<file path="src/rtl/wb_arbiter_if.sv">
// -----------------------------------------------------------------------------
// wb_arbiter_if
// Bundle between the functional-unit writeback ports, the writeback arbiter and
// the scoreboard result-write port.
//   slave  : the arbiter. It receives the per-port requests and the scoreboard's
//            wb_ready_i, and drives ready_o plus the registered wb_* outputs.
//   master : the other side (functional units and scoreboard). It drives the
//            requests, flush_i and wb_ready_i.
// Signals:
//   flush_i        pipeline flush
//   valid_i        per-port result valid                 [NR_WB_PORTS]
//   ready_o        per-port grant, one-hot or zero       [NR_WB_PORTS]
//   trans_id_i     per-port tag, port i at [i*TRANS_ID_BITS +: TRANS_ID_BITS]
//   result_i       per-port result, port i at [i*DATA_WIDTH +: DATA_WIDTH]
//   ex_valid_i     per-port exception flag               [NR_WB_PORTS]
//   wb_valid_o     output register holds a result
//   wb_ready_i     scoreboard accepts the output this cycle
//   wb_trans_id_o  tag of the held result
//   wb_result_o    held result
//   wb_ex_valid_o  held result carries an exception
// -----------------------------------------------------------------------------
interface wb_arbiter_if #(
  parameter int unsigned NR_WB_PORTS   = 4,
  parameter int unsigned TRANS_ID_BITS = 2,
  parameter int unsigned DATA_WIDTH    = 64
);
  logic                                   flush_i;
  logic [NR_WB_PORTS-1:0]                 valid_i;
  logic [NR_WB_PORTS-1:0]                 ready_o;
  logic [NR_WB_PORTS*TRANS_ID_BITS-1:0]   trans_id_i;
  logic [NR_WB_PORTS*DATA_WIDTH-1:0]      result_i;
  logic [NR_WB_PORTS-1:0]                 ex_valid_i;
  logic                                   wb_valid_o;
  logic                                   wb_ready_i;
  logic [TRANS_ID_BITS-1:0]               wb_trans_id_o;
  logic [DATA_WIDTH-1:0]                  wb_result_o;
  logic                                   wb_ex_valid_o;

  modport slave (
    input  flush_i, valid_i, trans_id_i, result_i, ex_valid_i, wb_ready_i,
    output ready_o, wb_valid_o, wb_trans_id_o, wb_result_o, wb_ex_valid_o
  );

  modport master (
    output flush_i, valid_i, trans_id_i, result_i, ex_valid_i, wb_ready_i,
    input  ready_o, wb_valid_o, wb_trans_id_o, wb_result_o, wb_ex_valid_o
  );
endinterface

</file>
<file path="src/rtl/wb_arbiter.sv">
// -----------------------------------------------------------------------------
// wb_arbiter
// Round-robin writeback arbiter. Each cycle at most one valid functional-unit
// port is granted (ready_o one-hot) into a single registered output stage that
// the scoreboard drains with wb_valid_o/wb_ready_i. A new result may load in the
// same cycle the held one drains, giving one result per cycle. A flush discards
// the held result and blocks grants for that cycle without moving the pointer.
// Ports:
//   clk_i  clock, rising edge
//   rst_i  synchronous active-high reset
//   bus    wb_arbiter_if.slave (requests, grants, output stage)
// -----------------------------------------------------------------------------
module wb_arbiter #(
  parameter int unsigned NR_WB_PORTS   = 4,
  parameter int unsigned TRANS_ID_BITS = 2,
  parameter int unsigned DATA_WIDTH    = 64
) (
  input  logic           clk_i,
  input  logic           rst_i,
  wb_arbiter_if.slave    bus
);

  localparam int unsigned PTR_W = (NR_WB_PORTS > 1) ? $clog2(NR_WB_PORTS) : 1;

  // Per-port views of the flattened request buses.
  logic [TRANS_ID_BITS-1:0] port_tid [NR_WB_PORTS];
  logic [DATA_WIDTH-1:0]    port_res [NR_WB_PORTS];

  for (genvar g = 0; g < NR_WB_PORTS; g++) begin : g_unpack
    assign port_tid[g] = bus.trans_id_i[g*TRANS_ID_BITS +: TRANS_ID_BITS];
    assign port_res[g] = bus.result_i[g*DATA_WIDTH +: DATA_WIDTH];
  end

  logic [PTR_W-1:0]         rr_ptr_q,      rr_ptr_d;
  logic                     wb_valid_q,    wb_valid_d;
  logic [TRANS_ID_BITS-1:0] wb_trans_id_q, wb_trans_id_d;
  logic [DATA_WIDTH-1:0]    wb_result_q,   wb_result_d;
  logic                     wb_ex_valid_q, wb_ex_valid_d;

  logic                     slot_free;
  logic                     grant_en;
  logic                     grant_vld;
  logic [PTR_W-1:0]         grant_idx;
  logic [NR_WB_PORTS-1:0]   ready;

  // The slot is free when empty or when the held result drains this cycle.
  assign slot_free = !wb_valid_q || bus.wb_ready_i;
  // Grants are also held off during reset so no requester sees a transfer
  // that the output register would then drop.
  assign grant_en  = slot_free && !bus.flush_i && !rst_i;

  // Round-robin search: first valid port at or above rr_ptr, wrapping.
  always_comb begin : grant_search
    logic [PTR_W-1:0] cand;
    // NOTE: every combinational output gets a default before any branch so no
    // path leaves it unassigned, which would infer a latch; '=' is used here
    // because later loop iterations must see the values set by earlier ones.
    cand      = '0;
    grant_vld = 1'b0;
    grant_idx = '0;
    ready     = '0;
    for (int unsigned i = 0; i < NR_WB_PORTS; i++) begin
      cand = PTR_W'((32'(rr_ptr_q) + i) % NR_WB_PORTS);
      if (grant_en && !grant_vld && bus.valid_i[cand]) begin
        grant_vld = 1'b1;
        grant_idx = cand;
      end
    end
    if (grant_vld) ready[grant_idx] = 1'b1;
  end

  // Next state of the pointer and output register.
  always_comb begin : next_state
    rr_ptr_d      = rr_ptr_q;
    wb_valid_d    = wb_valid_q;
    wb_trans_id_d = wb_trans_id_q;
    wb_result_d   = wb_result_q;
    wb_ex_valid_d = wb_ex_valid_q;
    if (bus.flush_i) begin
      // A handshake coinciding with a flush is void; the pointer stays put.
      wb_valid_d = 1'b0;
    end else if (grant_vld) begin
      wb_valid_d    = 1'b1;
      wb_trans_id_d = port_tid[grant_idx];
      wb_result_d   = port_res[grant_idx];
      wb_ex_valid_d = bus.ex_valid_i[grant_idx];
      rr_ptr_d      = PTR_W'((32'(grant_idx) + 1) % NR_WB_PORTS);
    end else if (bus.wb_ready_i) begin
      // Drained with nothing to replace it; data fields keep their values.
      wb_valid_d = 1'b0;
    end
  end

  // NOTE: state registers use '<=' so every flop samples the pre-edge values
  // regardless of the order in which always blocks are evaluated.
  always_ff @(posedge clk_i) begin
    if (rst_i) begin
      rr_ptr_q      <= '0;
      wb_valid_q    <= 1'b0;
      wb_trans_id_q <= '0;
      wb_result_q   <= '0;
      wb_ex_valid_q <= 1'b0;
    end else begin
      rr_ptr_q      <= rr_ptr_d;
      wb_valid_q    <= wb_valid_d;
      wb_trans_id_q <= wb_trans_id_d;
      wb_result_q   <= wb_result_d;
      wb_ex_valid_q <= wb_ex_valid_d;
    end
  end

  assign bus.ready_o       = ready;
  assign bus.wb_valid_o    = wb_valid_q;
  assign bus.wb_trans_id_o = wb_trans_id_q;
  assign bus.wb_result_o   = wb_result_q;
  assign bus.wb_ex_valid_o = wb_ex_valid_q;

endmodule

</file>
<file path="src/flat_wrapper.sv">
// flat-port wrapper written by rule: the top's interface ports become plain ports
module wb_arbiter_flat 
#(
  parameter int unsigned NR_WB_PORTS   = 4,
  parameter int unsigned TRANS_ID_BITS = 2,
  parameter int unsigned DATA_WIDTH    = 64
)
  (clk_i, rst_i, bus_flush_i, bus_valid_i, bus_trans_id_i, bus_result_i, bus_ex_valid_i, bus_wb_ready_i, bus_ready_o, bus_wb_valid_o, bus_wb_trans_id_o, bus_wb_result_o, bus_wb_ex_valid_o);
  wb_arbiter_if #(.NR_WB_PORTS(NR_WB_PORTS), .TRANS_ID_BITS(TRANS_ID_BITS), .DATA_WIDTH(DATA_WIDTH)) bus_i ();
  input  logic clk_i;
  input  logic rst_i;
  input wire logic [$bits(bus_i.flush_i)-1:0] bus_flush_i;
  input wire logic [$bits(bus_i.valid_i)-1:0] bus_valid_i;
  input wire logic [$bits(bus_i.trans_id_i)-1:0] bus_trans_id_i;
  input wire logic [$bits(bus_i.result_i)-1:0] bus_result_i;
  input wire logic [$bits(bus_i.ex_valid_i)-1:0] bus_ex_valid_i;
  input wire logic [$bits(bus_i.wb_ready_i)-1:0] bus_wb_ready_i;
  output wire logic [$bits(bus_i.ready_o)-1:0] bus_ready_o;
  output wire logic [$bits(bus_i.wb_valid_o)-1:0] bus_wb_valid_o;
  output wire logic [$bits(bus_i.wb_trans_id_o)-1:0] bus_wb_trans_id_o;
  output wire logic [$bits(bus_i.wb_result_o)-1:0] bus_wb_result_o;
  output wire logic [$bits(bus_i.wb_ex_valid_o)-1:0] bus_wb_ex_valid_o;
  assign bus_i.flush_i = bus_flush_i;
  assign bus_i.valid_i = bus_valid_i;
  assign bus_i.trans_id_i = bus_trans_id_i;
  assign bus_i.result_i = bus_result_i;
  assign bus_i.ex_valid_i = bus_ex_valid_i;
  assign bus_i.wb_ready_i = bus_wb_ready_i;
  assign bus_ready_o = bus_i.ready_o;
  assign bus_wb_valid_o = bus_i.wb_valid_o;
  assign bus_wb_trans_id_o = bus_i.wb_trans_id_o;
  assign bus_wb_result_o = bus_i.wb_result_o;
  assign bus_wb_ex_valid_o = bus_i.wb_ex_valid_o;
  wb_arbiter #(.NR_WB_PORTS(NR_WB_PORTS), .TRANS_ID_BITS(TRANS_ID_BITS), .DATA_WIDTH(DATA_WIDTH)) u_core (.clk_i(clk_i), .rst_i(rst_i), .bus(bus_i));
endmodule
</file>
<file path="config.mk">
export PLATFORM = sky130hd
export DESIGN_NAME = wb_arbiter_flat
export DESIGN_NICKNAME = d
export VERILOG_FILES = /design/src/rtl/wb_arbiter_if.sv /design/src/rtl/wb_arbiter.sv /design/src/flat_wrapper.sv
export SDC_FILE = /design/constraint.sdc
export NUM_CORES = 1
export LEC_CHECK = 0
export BUFFER_PORTS_ARGS = -buffer_cell sky130_fd_sc_hd__buf_2
export CORE_AREA = 2 2 135 137
export CTS_BUF_LIST = sky130_fd_sc_hd__clkbuf_4
export CTS_CLUSTER_DIAMETER = 80
export DETAILED_ROUTE_END_ITERATION = 8
export DIE_AREA = 0 0 137 139
export SYNTH_ARGS = -nofsm -noshare
export SYNTH_HDL_FRONTEND = slang
export SYNTH_SLANG_ARGS = --single-unit
</file>
<file path="constraint.sdc">
create_clock -name clk_i -period 2.52 [get_ports clk_i]
set_input_delay 0.504 -clock clk_i [delete_from_list [all_inputs] [get_ports clk_i]]
set_output_delay 0.504 -clock clk_i [all_outputs]
set_load 0.01 [all_outputs]
</file>
==> impl_metrics.json, run 1 <==
{
  "outcome": "complete, but fails checks",
  "violations": "setup timing",
  "syn_area_per_cell_um2": 12.6,
  "pin_count": 348,
  "yosysTopAreaCellShare_pct": 33.5,
  "hpwl_um": 12700,
  "synth_seq_cells": 70,
  "synthAdderAreaFrac_pct": 0,
  "synth_compound_area_share_pct": 13.7,
  "antenna_found_initial": 3,
  "synth_edf_count": 0,
  "fmaxAchievable_ghz": 0.369,
  "clk_pin_slew_ns": 0.12,
  "htreeDepth": 3,
  "drive_above_1_share_pct": 67.1,
  "tightest_slew_ns": 0.801,
  "grt_pass1_wl_um": 23800,
  "yosys.area.top_type": "mux4_2",
  "rrSetupSlack_ns": -0.01,
  "hold_end": "u_core.bus.wb_valid_o",
  "slew_viol_final": 0,
  "syn_inst": 359,
  "hp-class": "in2reg",
  "nets": 988,
  "rsz0062_at_grt": "true",
  "tns_ns": -0.678,
  "seq_area_frac_synth_pct": 31.1,
  "timing.rr.end": "u_core.bus.wb_trans_id_o[1]",
  "fin_ws_ns": -0.190,
  "cp_data_required_time_ns": 2.02,
  "drt-initial-drc-count": 137,
  "final_core_util_pct": 39.3,
  "fill_cells": 1793,
  "cp-end-kind": "output port",
  "ys.warnings.count": 0,
  "slew_headroom_pct": 46.6,
  "clock_latency_ns": 0.45,
  "final_cell_area_um2": 6940,
  "synth_top_family_by_area": "multiplexers",
  "cts-buffers-inserted": 9,
  "cp_slowest_stage_delay_ns": 0.53,
  "grt_usage_pct": 16.2,
  "period_needed_ns": 2.71,
  "postRouteAntennaNets": 0,
  "fp.dieW_um": 137,
  "worstSetupPathType": "reg2out",
  "wire_per_inst_um": 17.4,
  "initial_core_util_pct": 25.5,
  "grt_max_degree": 70,
  "synth_mux_area_share_pct": 33.7,
  "crit_chain": "or4b_4 > a311oi_4 > o21ai_4 > buf_12 > nor3_4 > buf_2",
  "cts_root_buf": "clkbuf_4",
  "wirelength_um": 16500,
  "grt_overflow": 0,
  "gp_congestion": 0.809,
  "cts.sinks": 70,
  "reg2reg_from": "u_core.rr_ptr_q[1]",
  "synth-main-ff-cell": "dfxtp_1",
  "async_reset_ff_share_pct": 0,
  "core_area_um2": 17700,
  "placedInstanceArea_um2": 6590,
  "max-cap-violations": 0,
  "rows": 49,
  "multiInputGateArea_um2": 2900,
  "grt_pass1_vias": 4681,
  "fin_skew_ns": 0.0174,
  "fp.dieH_um": 139,
  "synth_area_um2": 4510,
  "report.final.setup_viol": 6,
  "num_vias": 4522,
  "finalHoldViolCount": 0,
  "synth_xor_xnor_area_share_pct": 0,
  "area_growth_pct": 54.0,
  "first_pass_iters": 4,
  "synthDistinctLibCells": 33,
  "period_share_pct": 108,
  "hold_path_depth": 3,
  "die-area_um2": 19000,
  "vias_per_cell": 4.77,
  "power.density_nw_per_um2": 434,
  "hold_start": "bus_flush_i",
  "p_total_mw": 3.01,
  "cts_tree": "built",
  "synth-simple-area-share_pct": 15.0,
  "syn-num-nets": 635,
  "critPathLaunchType": "flip-flop",
  "leakage_nw": 3.54,
  "r2r_cells": 11,
  "synthTopCellsByArea": "mux4_2, dfxtp_1, nor3b_1",
  "drc": 0,
  "ir_drop_v": 0.000252,
  "crit_arrival_ns": 2.21,
  "cts.path.max_buffers": 2,
  "port_buffers": 347,
  "slowest_stage": "or4b_4",
  "fin_hold_ws_ns": 0.357,
  "critical_path.max_fanout": 5,
  "regArea_um2": 1410
}
-- per-stage QoR --
| step | setup WS (ns) | cells |
|---|---|---|
| after floorplan | 0.000829 | 359 |
| after global placement | -0.243 | 922 |
| after detailed placement | -0.244 | 922 |
| after CTS | -0.220 | 942 |
| after global routing | -0.284 | 947 |
| final | -0.190 | 948 |
-- state kept, by name (all words and copies together), names as in the netlist --
| name | flops |
|---|---|
| u_core.rr_ptr_q | 2 |
| u_core.bus.wb_result_o | 64 |
| u_core.bus.wb_ex_valid_o | 1 |
| u_core.bus.wb_valid_o | 1 |
| u_core.bus.wb_trans_id_o | 2 |
-- routing by layer --
metal	track usage [%]	vias up	wire length [µm]
li1	-	2142	-
met1	17.0	2127	5950
met2	28.5	223	8390
met4	6.78	2	448
met5	0	-	13
met3	6.21	28	1710
-- timing repair --
item / 4_1_cts / 5_1_grt
pin swaps: 6 / 2
setup buffers: 4 / 0
hold buffers: 0 / 0
gates resized for setup: 13 / 5
cloned: 0 / 4
endpoints found under the setup margin: 4 / 67
-- cell type report --
cell class	instances	area share [%]
Sequential cell	70	20.3
Antenna cell	2	0.0721
Clock inverter	7	1.28
Multi-Input combinational cell	246	41.8
Tap cell	229	4.13
Timing Repair Buffer	383	31.4
Inverter	2	0.108
Clock buffer	9	0.973
-- how the worst max path moves through the flow --
stage | start | to | slack [ns] | cells past startpoint
2_1_floorplan | bus_valid_i[2] | u_core.bus.wb_ex_valid_o | 0.0008 | 9
3_3_place_gp | rst_i | u_core.bus.wb_trans_id_o[0] | -0.24 | 8
3_5_place_dp | rst_i | u_core.bus.wb_trans_id_o[0] | -0.24 | 8
4_1_cts | u_core.rr_ptr_q[1] | bus_ready_o[2] | -0.22 | 7
5_1_grt | u_core.rr_ptr_q[1] | bus_ready_o[2] | -0.28 | 7
6_report | u_core.rr_ptr_q[1] | bus_ready_o[1] | -0.19 | 6
-- report_power, final --
group	total (mW)	leakage [nW]	switching (mW)	internal, mW
registers	1.25	0.579	0.0434	1.21
logic	0.925	2.88	0.384	0.541
clock network	0.835	0.0794	0.440	0.395
-- cells in the final DEF, fill, tap and decap left out, drive strengths merged, types with 4 or more instances in the layout --
cell    instances
buf           380
dfxtp          70
nor3b          68
mux4           67
a21o           67
clkbuf         12
nand2b          5
nor2b           5
nor2            4
o21ai           4
nor3            4
-- synth_stat cells, drive strengths merged (2+ instances only) --
library cell and instances:
dfxtp 70, nor3b 68, a21o 67, mux4 67
clkbuf 25, buf 16, nand2b 5, nor2b 5
nor2 4, nor3 4, o21ai 4, a21oi 3
a211oi 2, a311oi 2, inv 2, or2 2
-- critical path, delay by kind of cell (launching register included) --
kind                   cells  cell delay (ns)
buffers and inverters      2             0.31
flip-flops                 1             0.38
AND/OR/NAND/NOR            2             0.73
AO/OA/AOI/OAI              2             0.37
-- kinds of logic (layout without fill, tap and decap cells) --
| logic type | count (synthesis) | after routing |
|---|---|---|
| buf+inv | 43 | 401 |
| compound gates | 83 | 83 |
| simple gates | 95 | 95 |
| other cells | 0 | 2 |
| flops | 70 | 70 |
| mux | 68 | 68 |
Power figures use the tool's default switching activity.
==> run 2: changes to the inputs <==
--- a/config.mk
+++ b/config.mk
@@ -6,11 +6,14 @@
 export NUM_CORES = 1
 export LEC_CHECK = 0
 export BUFFER_PORTS_ARGS = -buffer_cell sky130_fd_sc_hd__buf_2
-export CORE_AREA = 2 2 135 137
+export CELL_PAD_IN_SITES_DETAIL_PLACEMENT = 0
+export CELL_PAD_IN_SITES_GLOBAL_PLACEMENT = 1
+export CORE_AREA = 2 2 153 117
 export CTS_BUF_LIST = sky130_fd_sc_hd__clkbuf_4
 export CTS_CLUSTER_DIAMETER = 80
 export DETAILED_ROUTE_END_ITERATION = 8
-export DIE_AREA = 0 0 137 139
+export DIE_AREA = 0 0 155 119
+export PLACE_DENSITY_LB_ADDON = 0.1
 export SYNTH_ARGS = -nofsm -noshare
 export SYNTH_HDL_FRONTEND = slang
 export SYNTH_SLANG_ARGS = --single-unit
==> constraint.sdc (replaced) <==
create_clock -name clk_i -period 2.52 [get_ports clk_i]
set_input_delay 0.504 -clock clk_i [delete_from_list [all_inputs] [get_ports clk_i]]
set_output_delay 0.504 -clock clk_i [all_outputs]
set_load 0.02 [all_outputs]
==> run 2 against run 1 <==
Compared with the run above:
- the flow still finishes with violations (setup timing)
- total power down 0.59%
- critical path depth unchanged
- design area up 0.83%
- fmax up 1.6%
- register-to-register slack worse by 0.07 ns
- clock skew down 0.0083 ns
- sequential share of layout area down 0.17 points
- worst hold slack worse by 0.033 ns
- sequential power about the same
- largest cell class unchanged
- largest power group unchanged
==> impl_metrics.json, run 2 (synthesis results as in run 1) <==
{
  "ir_drop_v": 0.000187,
  "routed.top_layer": "met4",
  "slew_viol_final": 0,
  "cts-buffers-inserted": 9,
  "hold_end": "u_core.bus.wb_valid_o",
  "htreeDepth": 3,
  "antenna_found_initial": 1,
  "area_growth_pct": 55.3,
  "grt_overflow": 0,
  "final_common_cell": "buf_2",
  "post-place-ws_ns": -0.237,
  "cts.sinks": 70,
  "drc": 0,
  "slowest_stage": "or4b_4",
  "crit_chain": "or4b_4 > a311oi_4 > o21ai_4 > buf_12 > nor3_4 > buf_6",
  "fin_skew_ns": 0.00911,
  "wire_per_inst_um": 17.4,
  "wirelength_um": 16500,
  "drt-initial-drc-count": 231,
  "wirelength_met1_um": 6400,
  "num_vias": 4542,
  "core_area_um2": 17200,
  "cp-end-kind": "output port",
  "p_total_mw": 2.99,
  "period_share_pct": 106,
  "final_cell_area_um2": 7000,
  "fp.dieH_um": 119,
  "max-cap-violations": 0,
  "hold_path_depth": 3,
  "critPathLaunchType": "flip-flop",
  "critical_path.max_fanout": 6,
  "initial_core_util_pct": 26.2,
  "hpwl_um": 12700,
  "grt_pass1_vias": 4671,
  "layout_common_cells": "buf_2, dfxtp_1, mux4_2, nor3b_1, a21o_1",
  "nets": 999,
  "cts_hold_buf": 0,
  "grt_pass1_wl_um": 24400,
  "rrSetupSlack_ns": -0.08,
  "postRouteAntennaNets": 0,
  "port_buffers": 347,
  "fin_ws_ns": -0.147,
  "placedInstanceArea_um2": 6670,
  "reg2reg_from": "u_core.rr_ptr_q[1]",
  "cp_slowest_stage_delay_ns": 0.53,
  "violations": "setup timing",
  "fp.dieW_um": 155,
  "timing.rr.end": "u_core.bus.wb_result_o[26]",
  "hp-class": "in2reg",
  "slew_headroom_pct": 44.4,
  "fill_cells": 1674,
  "rsz0062_at_grt": "true",
  "first_pass_iters": 4,
  "r2r_cells": 10,
  "fmaxAchievable_ghz": 0.375,
  "grt_max_degree": 70,
  "power.density_nw_per_um2": 428,
  "tightest_slew_ns": 0.834,
  "worstSetupPathType": "reg2out",
  "gp_congestion": 0.836,
  "cts_tree": "built",
  "vias_per_cell": 4.80,
  "largest_reg_flops": 64,
  "tns_ns": -1.72,
  "rows": 42,
  "wl_met3_um": 1310,
  "leakage_nw": 3.59,
  "clk_pin_slew_ns": 0.12,
  "cp_data_required_time_ns": 2.02,
  "clock_latency_ns": 0.44,
  "pin_count": 348,
  "dr_wl_met2_um": 8550,
  "die-area_um2": 18400,
  "crit_arrival_ns": 2.16,
  "hold_start": "bus_flush_i",
  "cts_root_buf": "clkbuf_4",
  "grt_usage_pct": 17.2,
  "report.final.setup_viol": 34,
  "outcome": "complete, but fails checks",
  "finalHoldViolCount": 0,
  "drive_above_1_share_pct": 67.9,
  "period_needed_ns": 2.67,
  "cts.path.max_buffers": 2
}
-- run 2: worst max-delay path by stage --
stage / startpoint / end / slack, ns / cells after the start
2_1_floorplan: bus_valid_i[1] / bus_ready_o[0] / -0.02 / 7
3_3_place_gp: bus_valid_i[1] / u_core.bus.wb_result_o[26] / -0.19 / 9
3_5_place_dp: bus_valid_i[1] / u_core.bus.wb_result_o[10] / -0.24 / 8
4_1_cts: u_core.rr_ptr_q[1] / bus_ready_o[0] / -0.17 / 6
5_1_grt: u_core.rr_ptr_q[1] / bus_ready_o[0] / -0.25 / 6
6_report: u_core.rr_ptr_q[1] / bus_ready_o[0] / -0.15 / 6
-- run 2: final cells by class --
cell class / count / area, µm² / share of cell area (%)
Clock inverter: 3 / 37.5 / 0.536
Multi-Input combinational cell: 246 / 2920 / 41.7
Clock buffer: 11 / 82.6 / 1.18
Antenna cell: 1 / 2.50 / 0.0358
Tap cell: 220 / 275 / 3.93
Sequential cell: 70 / 1410 / 20.1
Timing Repair Buffer: 394 / 2260 / 32.4
Inverter: 2 / 7.51 / 0.107
-- run 2: repair_timing --
action                                 4_1_cts  5_1_grt
cloned                                       1        2
resized for setup                           17        7
setup buffers                                5        2
setup endpoints to repair                   11       71
endpoints found under the hold margin        0        0
pin swaps                                    5        4
-- run 2: report_power, final --
part           leakage, nW  total, mW  switching (mW)  internal (mW)
combinational         2.94       1.03           0.470          0.558
clock               0.0679      0.717           0.408          0.309
sequential           0.579       1.25          0.0418           1.21
-- run 2: critical path: cells and delay by family (launching register included) --
family                 cells  cell delay, ns
buffers and inverters      2            0.28
and+or+nand+nor            2            0.69
DFF                        1            0.39
AOI/OAI and AO/OA          2            0.37
-- run 2: per-layer routing --
| metal | track usage (%) | up-vias |
|---|---|---|
| met5 | 0 | - |
| met4 | 3.82 | 0 |
| met3 | 5.28 | 15 |
| met2 | 31.7 | 218 |
| met1 | 19.5 | 2149 |
| li1 | - | 2160 |
-- run 2: metrics by stage --
stage / instances / util, % / hold slack [ns]
global placement: 923 / 38.8 / 0.506
detailed placement: 923 / 38.8 / 0.517
finish: 947 / 40.7 / 0.324
floorplan: 359 / - / 0.571
CTS: 943 / 40.3 / 0.270
global route: 947 / 40.7 / 0.275
